**config.mk**
```make
export PLATFORM = sky130hd
export DESIGN_NAME = spi_master_ctrl
export DESIGN_NICKNAME = d
export VERILOG_FILES = /design/src/rtl/spi_master_ctrl.sv
export SDC_FILE = /design/constraint.sdc
export NUM_CORES = 1
export LEC_CHECK = 0
export CAP_MARGIN = 20
export CORE_MARGIN = 8
export CORE_UTILIZATION = 45
export CTS_BUF_LIST = sky130_fd_sc_hd__clkbuf_8
export CTS_CLUSTER_DIAMETER = 120
export CTS_CLUSTER_SIZE = 10
export DETAILED_ROUTE_END_ITERATION = 16
export GPL_TIMING_DRIVEN = 1
export PLACE_DENSITY = 0.68
export SLEW_MARGIN = 30
export SYNTH_ARGS = -nofsm -noshare
export SYNTH_HDL_FRONTEND = slang
export SYNTH_SLANG_ARGS = --single-unit
```
**constraint.sdc**
```tcl
create_clock -name clk -period 4 [get_ports clk]
set_clock_uncertainty 0.05 [all_clocks]
set_input_delay 0.8 -clock clk [delete_from_list [all_inputs] [get_ports clk]]
set_output_delay 0.8 -clock clk [all_outputs]
set_load 0.02 [all_outputs]
```
**src/rtl/spi_master_ctrl.sv**
```systemverilog
// SPI master controller: frames {op, tx_byte} onto MOSI after a start and select bit,
// and for read-data commands waits RD_WAIT cycles then shifts 8 MISO bits into rd_byte.
module spi_master_ctrl #(
   parameter int RD_WAIT = 2,
   parameter int GAP     = 1
) (
   input  logic       clk,
   input  logic       rst_n,
   input  logic       start,
   input  logic [1:0] op,
   input  logic [7:0] tx_byte,
   output logic       busy,
   output logic       done,
   output logic [7:0] rd_byte,
   output logic       rd_valid,
   output logic       SS_n,
   output logic       MOSI,
   input  logic       MISO
);

   typedef enum logic [2:0] {
      IDLE  = 3'd0,
      START = 3'd1,
      SEL   = 3'd2,
      SHIFT = 3'd3,
      WAIT  = 3'd4,
      RECV  = 3'd5,
      STOP  = 3'd6
   } state_t;

   localparam logic [3:0] WAIT_LAST = 4'(RD_WAIT - 1);
   localparam logic [3:0] GAP_LAST  = 4'(GAP - 1);
   localparam logic [3:0] SHIFT_LAST = 4'd9;
   localparam logic [3:0] RECV_LAST  = 4'd7;

   state_t     state_q, state_d;
   logic [3:0] cnt_q, cnt_d;
   logic [9:0] frame_q, frame_d;
   logic [6:0] rx_sh_q;
   logic       accept;
   logic       is_read;

   logic       ss_n_d, mosi_d, busy_d, done_d, rd_valid_d;
   logic [3:0] bit_sel;

   // busy is low in IDLE and in the final STOP cycle, so that cycle is the acceptance slot
   assign accept  = start && !busy;
   assign is_read = (frame_q[9:8] == 2'b11);

   always_ff @(posedge clk or negedge rst_n) begin
      if (!rst_n) begin
         state_q <= IDLE;
         cnt_q   <= '0;
         frame_q <= '0;
         rx_sh_q <= '0;
         rd_byte <= '0;
      end else begin
         state_q <= state_d;
         cnt_q   <= cnt_d;
         frame_q <= frame_d;
         if (state_q == RECV) begin
            rx_sh_q <= {rx_sh_q[5:0], MISO};
            if (cnt_q == RECV_LAST) begin
               rd_byte <= {rx_sh_q, MISO};
            end
         end
      end
   end

   always_comb begin
      state_d = state_q;
      cnt_d   = cnt_q;
      frame_d = frame_q;
      case (state_q)
         IDLE: begin
            if (accept) begin
               frame_d = {op, tx_byte};
               cnt_d   = '0;
               state_d = START;
            end
         end
         START: begin
            state_d = SEL;
         end
         SEL: begin
            cnt_d   = '0;
            state_d = SHIFT;
         end
         SHIFT: begin
            if (cnt_q == SHIFT_LAST) begin
               cnt_d   = '0;
               state_d = is_read ? WAIT : STOP;
            end else begin
               cnt_d = cnt_q + 4'd1;
            end
         end
         WAIT: begin
            if (cnt_q == WAIT_LAST) begin
               cnt_d   = '0;
               state_d = RECV;
            end else begin
               cnt_d = cnt_q + 4'd1;
            end
         end
         RECV: begin
            if (cnt_q == RECV_LAST) begin
               cnt_d   = '0;
               state_d = STOP;
            end else begin
               cnt_d = cnt_q + 4'd1;
            end
         end
         STOP: begin
            if (cnt_q == GAP_LAST) begin
               cnt_d = '0;
               if (accept) begin
                  frame_d = {op, tx_byte};
                  state_d = START;
               end else begin
                  state_d = IDLE;
               end
            end else begin
               cnt_d = cnt_q + 4'd1;
            end
         end
         default: begin
            cnt_d   = '0;
            state_d = IDLE;
         end
      endcase
   end

   // Outputs are decoded from the next state and registered, so they line up with state_q
   always_comb begin
      ss_n_d     = 1'b1;
      mosi_d     = 1'b0;
      busy_d     = 1'b1;
      done_d     = 1'b0;
      rd_valid_d = 1'b0;
      bit_sel    = SHIFT_LAST - cnt_d;
      case (state_d)
         IDLE: begin
            busy_d = 1'b0;
         end
         START: begin
            ss_n_d = 1'b0;
         end
         SEL: begin
            ss_n_d = 1'b0;
            mosi_d = frame_d[9];
         end
         SHIFT: begin
            ss_n_d = 1'b0;
            mosi_d = frame_d[bit_sel];
         end
         WAIT, RECV: begin
            ss_n_d = 1'b0;
         end
         STOP: begin
            busy_d = (cnt_d != GAP_LAST);
            if (state_q != STOP) begin
               done_d     = 1'b1;
               rd_valid_d = is_read;
            end
         end
         default: begin
            busy_d = 1'b0;
         end
      endcase
   end

   always_ff @(posedge clk or negedge rst_n) begin
      if (!rst_n) begin
         SS_n     <= 1'b1;
         MOSI     <= 1'b0;
         busy     <= 1'b0;
         done     <= 1'b0;
         rd_valid <= 1'b0;
      end else begin
         SS_n     <= ss_n_d;
         MOSI     <= mosi_d;
         busy     <= busy_d;
         done     <= done_d;
         rd_valid <= rd_valid_d;
      end
   end

endmodule

```
# Yosys cells after proc, flatten, opt, wreduce, memory -nomap -nowiden
# Index checks and enable logic that the tools add are counted.
[classes] eq_ne=17 magnitude_cmp=1 div=0 bitwise_logic=0 n_mux=26 n_reduce_logical=7 add_sub_neg=2 shift=0 multipliers=0
[ops] operator="one-hot mux 4 bit (6 select lines)" count=1
[ops] operator="one-hot mux 3 bit (7 select lines)" count=1
[ops] operator="2-to-1 mux 10 bit" count=2
[ops] operator="2-to-1 mux 4 bit" count=5
[ops] operator="one-hot mux 10 bit (2 select lines)" count=1
[ops] operator="== test 3 bit (second input constant)" count=6
[ops] operator="2-to-1 mux 3 bit" count=5
[ops] operator="== test 3 x 2 -> 1 bit (second input constant)" count=4
[ops] operator="2-to-1 mux 1 bit" count=7
[ops] operator="== test 3 x 1 -> 1 bit (second input constant)" count=2
[ops] operator="< comparator 4 x 5 -> 1 bit (second input constant)" count=1
[ops] operator="OR reduction 5 bit" count=1
[ops] operator="adder 4 x 1 -> 4 bit (second input constant)" count=1
[ops] operator="binary-select mux 1 bit (select 4 bit)" count=1
[ops] operator="== test 4 x 1 -> 1 bit (second input constant)" count=1
[ops] operator="== test 4 x 3 -> 1 bit (second input constant)" count=1
[ops] operator="== test 4 bit (second input constant)" count=1
[ops] operator="zero test 4 bit" count=1
[ops] operator="one-hot mux 1 bit (2 select lines)" count=2
[ops] operator="nonzero test 4 bit" count=1
[ops] operator="subtractor 4 bit (first input constant)" count=1
[ops] operator="zero test 3 bit" count=1
[ops] operator="inequality test 3 bit (second input constant)" count=1
[ops] operator="== test 2 bit (second input constant)" count=1
[ops] operator="4 further kinds" count=4
[word_totals] wordCells=63 mem_count=0 out_inout_bits=13 mem_bits_rw=0 romBits=0 ff_bits=37 input_bits=14 latch_bits=0

# Depth between registers and ports, before layout
[logic_depth] word_depth=8 depth_mapped=13 ltp_nobuf=13

# Worst setup path before layout
# No wires, ideal clock.
[synth_path] kind="register to register" start="register cnt_q[0]" end="register MOSI" arrival_time_ns=2.873 synth_period_minus_slack_ns=2.988 setup_slack_ns=1.012 n_path_buf=0 setup_ns=0.065 required_ns=3.885 stages_incl_launch_ff=14 path_cell_list="dfrtp_1 inv_1 ha_1 nor3b_2 or3_1 and3_1 nor2_1 o21ai_1 o31a_1 ha_1 inv_1 mux4_2 o211ai_2 o211a_1"
[synth_between] elab_chain_len=7 word_cells_on_any_way=24 classes_between="add/sub (2); eq/ne (5); mux (16); reduce/logical (1)"
[synth_lines] item="start: declaration" line="37" text="logic [3:0] cnt_q, cnt_d;"
[synth_lines] item="start signal: assignment" line="59" text="cnt_q <= cnt_d;"
[synth_lines] item="adder 4 x 1 -> 4 bit, or another cell as far along"
[synth_lines] item="2-to-1 mux 4 bit (on tied branches)"
[synth_lines] item="one-hot mux 4 bit (6 select lines)" line="74" text="case (state_q)"
[synth_lines] item="subtractor 4 bit" line="140" text="bit_sel = SHIFT_LAST - cnt_d;"
[synth_lines] item="binary-select mux 1 bit (select 4 bit)" line="154" text="mosi_d = frame_d[bit_sel];"
[synth_lines] item="2-to-1 mux 1 bit (implied by the code)" line="154"
[synth_lines] item="one-hot mux 1 bit (2 select lines) (*)" line="141" text="case (state_d)"
[synth_lines] item="net mosi_d" line="43" text="logic ss_n_d, mosi_d, busy_d, done_d, rd_valid_d;"
[synth_lines] item="end signal: assignment" line="181" text="MOSI <= mosi_d;"
[synth_lines] item="end: declaration" line="17" text="output logic MOSI,"
# Mark *: on every way through the listed nets, which the timed path passes. The rest lies on a longest branch. The select of a mux whose other input is x is not followed.
# A chain may end at the register's enable or synchronous reset.

# Worst setup path in the final report
[layout_path] start="input start" end="register MOSI"
[layout_between] elab_chain_len=7 word_cells_on_any_way=16 classes_between="add/sub (1); eq/ne (2); mux (12); reduce/logical (1)"
[layout_lines] item="start: declaration" line="9" text="input logic start,"
[layout_lines] item="logical AND 1 bit (*)" line="47" text="assign accept = start && !busy;"
[layout_lines] item="2-to-1 mux 4 bit / 2-to-1 mux 10 bit (equally long branches)" line="76, 116"
[layout_lines] item="one-hot mux 4 bit (6 select lines) / 2-to-1 mux 10 bit (equally long branches)" line="74, 114"
[layout_lines] item="subtractor 4 bit / one-hot mux 10 bit (2 select lines) (equally long branches)" line="140, 74"
[layout_lines] item="binary-select mux 1 bit (select 4 bit)" line="154"
[layout_lines] item="2-to-1 mux 1 bit (implied by the code)" line="154"
[layout_lines] item="one-hot mux 1 bit (2 select lines) (*)" line="141"
[layout_lines] item="net mosi_d" line="43"
# Marked as above.

==> impl_metrics.py <==
metrics = {
    "status": {
        "status": "completed",
    },
    "cts": {
        "cts-root-buf": "clkbuf_8",
        "cts_resized": 0,
        "ctsHoldBuffers": 0,
        "clkTransAtPathRegs_ns": 0.07,
        "cts_tree": "yes",
        "post_cts.repair.setup_buffers": 0,
        "cts.sink_count": 37,
        "clockBufferDepth": 2,
        "clkLatencyLatePin_ns": 0.28,
        "cts_buffers": 5,
        "cts_max_level": 2,
    },
    "global_route": {
        "grt.overflow.total": 0,
        "grt_pass1_vias": 1201,
        "grt_first_pass_wirelength_microns": 5630,
        "grt_util_all_layers_pct": 11.7,
        "grt_max_degree": 38,
        "antenna_found_initial": 0,
    },
    "setup_path": {
        "critPathRequiredTime_ns": 4.18,
        "crit_type": "in -> reg",
        "startpoint_type": "primary input",
        "arrival_ns": 3.38,
        "cp_max_fo": 4,
        "cp-end-kind": "flop",
    },
    "detailed_routing": {
        "drt-total-wl_microns": 3400,
        "post_drt_wl_per_cell_microns": 15.4,
        "avgViaCountPerCell": 5.26,
        "drt_iter0_markers": 55,
        "dr.pass1.iters": 4,
        "postRouteAntennaNets": 0,
        "vias": 1157,
        "drc": 0,
    },
    "pwr": {
        "power_mw": 1.29,
        "leakagePower_nw": 1.02,
        "power_density_nw_per_um2": 590,
        "peakVddDrop_v": 0.000251,
    },
    "timing": {
        "rsz0062_at_grt": "false",
        "finalCritPeriodShare_pct": 80.2,
        "maxSlewHeadroom_pct": 46.9,
        "setup_slack_ns": 0.793,
        "tightest_slew_ns": 0.794,
        "max_freq_mhz": 312,
        "finalSetupTns_ns": 0,
        "slew_viol_final": 0,
        "finalHoldViolCount": 0,
        "setup_viol": 0,
        "min_period_ns": 3.21,
    },
    "final_layout": {
        "finalNetCount": 187,
        "final_cell_mix": "dfrtp_1, mux2_2, clkdlybuf4s50_1",
        "area_delta_synth_final_pct": 22.4,
        "antenna_cells": 0,
        "final_common_cell": "dfrtp_1",
        "final_core_util_pct": 55.8,
        "drive_above_1_share_pct": 28.2,
    },
    "logic_synthesis": {
        "syn_nets": 157,
        "syn-cell-area_sq_um": 1780,
        "synth.top_cell.area_share_pct": 50.5,
        "ys_ff_latch": 37,
        "synth.avg_cell_area_sq_um": 12.8,
        "yosys_warnings": 0,
        "synth-async-reset-ratio_pct": 100,
        "synth_flop_cell": "dfrtp_1",
        "synthCells": 139,
        "synth-edff-count": 0,
        "synth_top_area_cell": "dfrtp_1",
        "synth-seq-area-share_pct": 52.0,
        "yosysUniqueCellTypes": 46,
        "yosys-top-cells-area": "dfrtp_1, mux2_2, ha_1",
    },
    "placement": {
        "place_hpwl_microns": 2580,
        "gp_congestion": 0.857,
        "io_buffers": 26,
        "dp_slack_ns": 0.483,
    },
    "run": {
        "drv_cap": 0,
    },
    "floorplanning": {
        "dieHeight_microns": 79.0,
        "start_util_pct": 45.6,
        "dieArea_sq_um": 6240,
        "die_x_microns": 79.0,
        "num_rows": 23,
        "num_io_pins": 27,
        "core_area_sq_um": 3910,
    },
    "hold_path": {
        "hold_class": "reg -> reg",
    },
}
[synth_stat cells, types with 2 or more instances]
cell / instances
a21oi_1: 3
nor3b_2: 2
nand3_1: 2
mux2i_1: 4
inv_1: 9
nand3b_1: 3
nand2_1: 6
mux2_2: 26
dfrtp_1: 36
or3_1: 2
nor2_1: 6
and3_1: 3
ha_1: 4
[routing by layer]
layer | wire (microns) | vias up | part of all wire [%] | GRT usage, %
met5 | 0 | - | 0 | 0
met4 | 44 | 0 | 1.3 | 5.74
met3 | 223 | 4 | 6.6 | 5.19
met2 | 1750 | 22 | 52 | 18.8
met1 | 1380 | 577 | 40 | 12.8
li1 | - | 554 | - | -
[report_power, final]
part           switching [mW]  total [mW]  leakage, nW  internal, mW
Sequential             0.0602       0.484        0.475         0.424
Combinational           0.263       0.527        0.491         0.264
Clock                   0.123       0.278       0.0542         0.155
[sequential cells by signal, summed over array words and instances (netlist names)]
name and count:
rd_byte 8, SS_n 1, rd_valid 1, cnt_q 4, rx_sh_q 7, busy 1, MOSI 1, frame_q 10
state_q 3, done 1
[critical path: stages]
cell and delay (ns):
clkdlybuf4s50_1 0.40, nor3b_1 0.16, nor3_1 0.50, a22oi_1 0.27
ha_1 0.35, inv_1 0.09, mux4_2 0.51, o211ai_2 0.16
o211a_1 0.15
[metrics by stage]
stage | instances | instance area (sq um) | hold WS [ns]
6_report | 220 | 2180 | 0.449
5_1_grt | 220 | 2180 | 0.466
4_1_cts | 220 | 2180 | 0.452
3_5_place_dp | 212 | 2080 | 0.435
3_3_place_gp | 212 | 2080 | 0.430
2_1_floorplan | 139 | 1780 | 0.420
[worst paths after layout]
path,cells past startpoint,to,start,slack [ns]
max in group asynchronous,2,SS_n,rst_n,2.68
min in group asynchronous,2,frame_q[3],rst_n,0.88
setup reg to reg,13,MOSI,cnt_q[0],0.83
hold reg to reg,1,frame_q[4],frame_q[4],0.45
hold / removal,1,frame_q[4],frame_q[4],0.45
setup / recovery,9,MOSI,start,0.79
[cells by family (layout without fill, tap and decap cells)]
family / Yosys count / count (layout) / synth area share [%]
simple gates: 34 / 34 / 12.0
buf+inv: 14 / 45 / 3.86
compound gates: 17 / 17 / 7.71
mux: 32 / 32 / 21.2
xor+xnor: 1 / 1 / 0.491
flops: 37 / 37 / 52.0
fa+ha+maj: 4 / 4 / 2.81
[layout make-up]
cell class                      instances  area (sq um)
Clock inverter                          1          5.00
Tap cell                               50          62.6
Fill cell                             351          1730
Inverter                               10          37.5
Clock buffer                            7          96.3
Sequential cell                        37           927
Multi-Input combinational cell         88           788
Timing Repair Buffer                   27           268
Power figures use the tool's default switching activity.
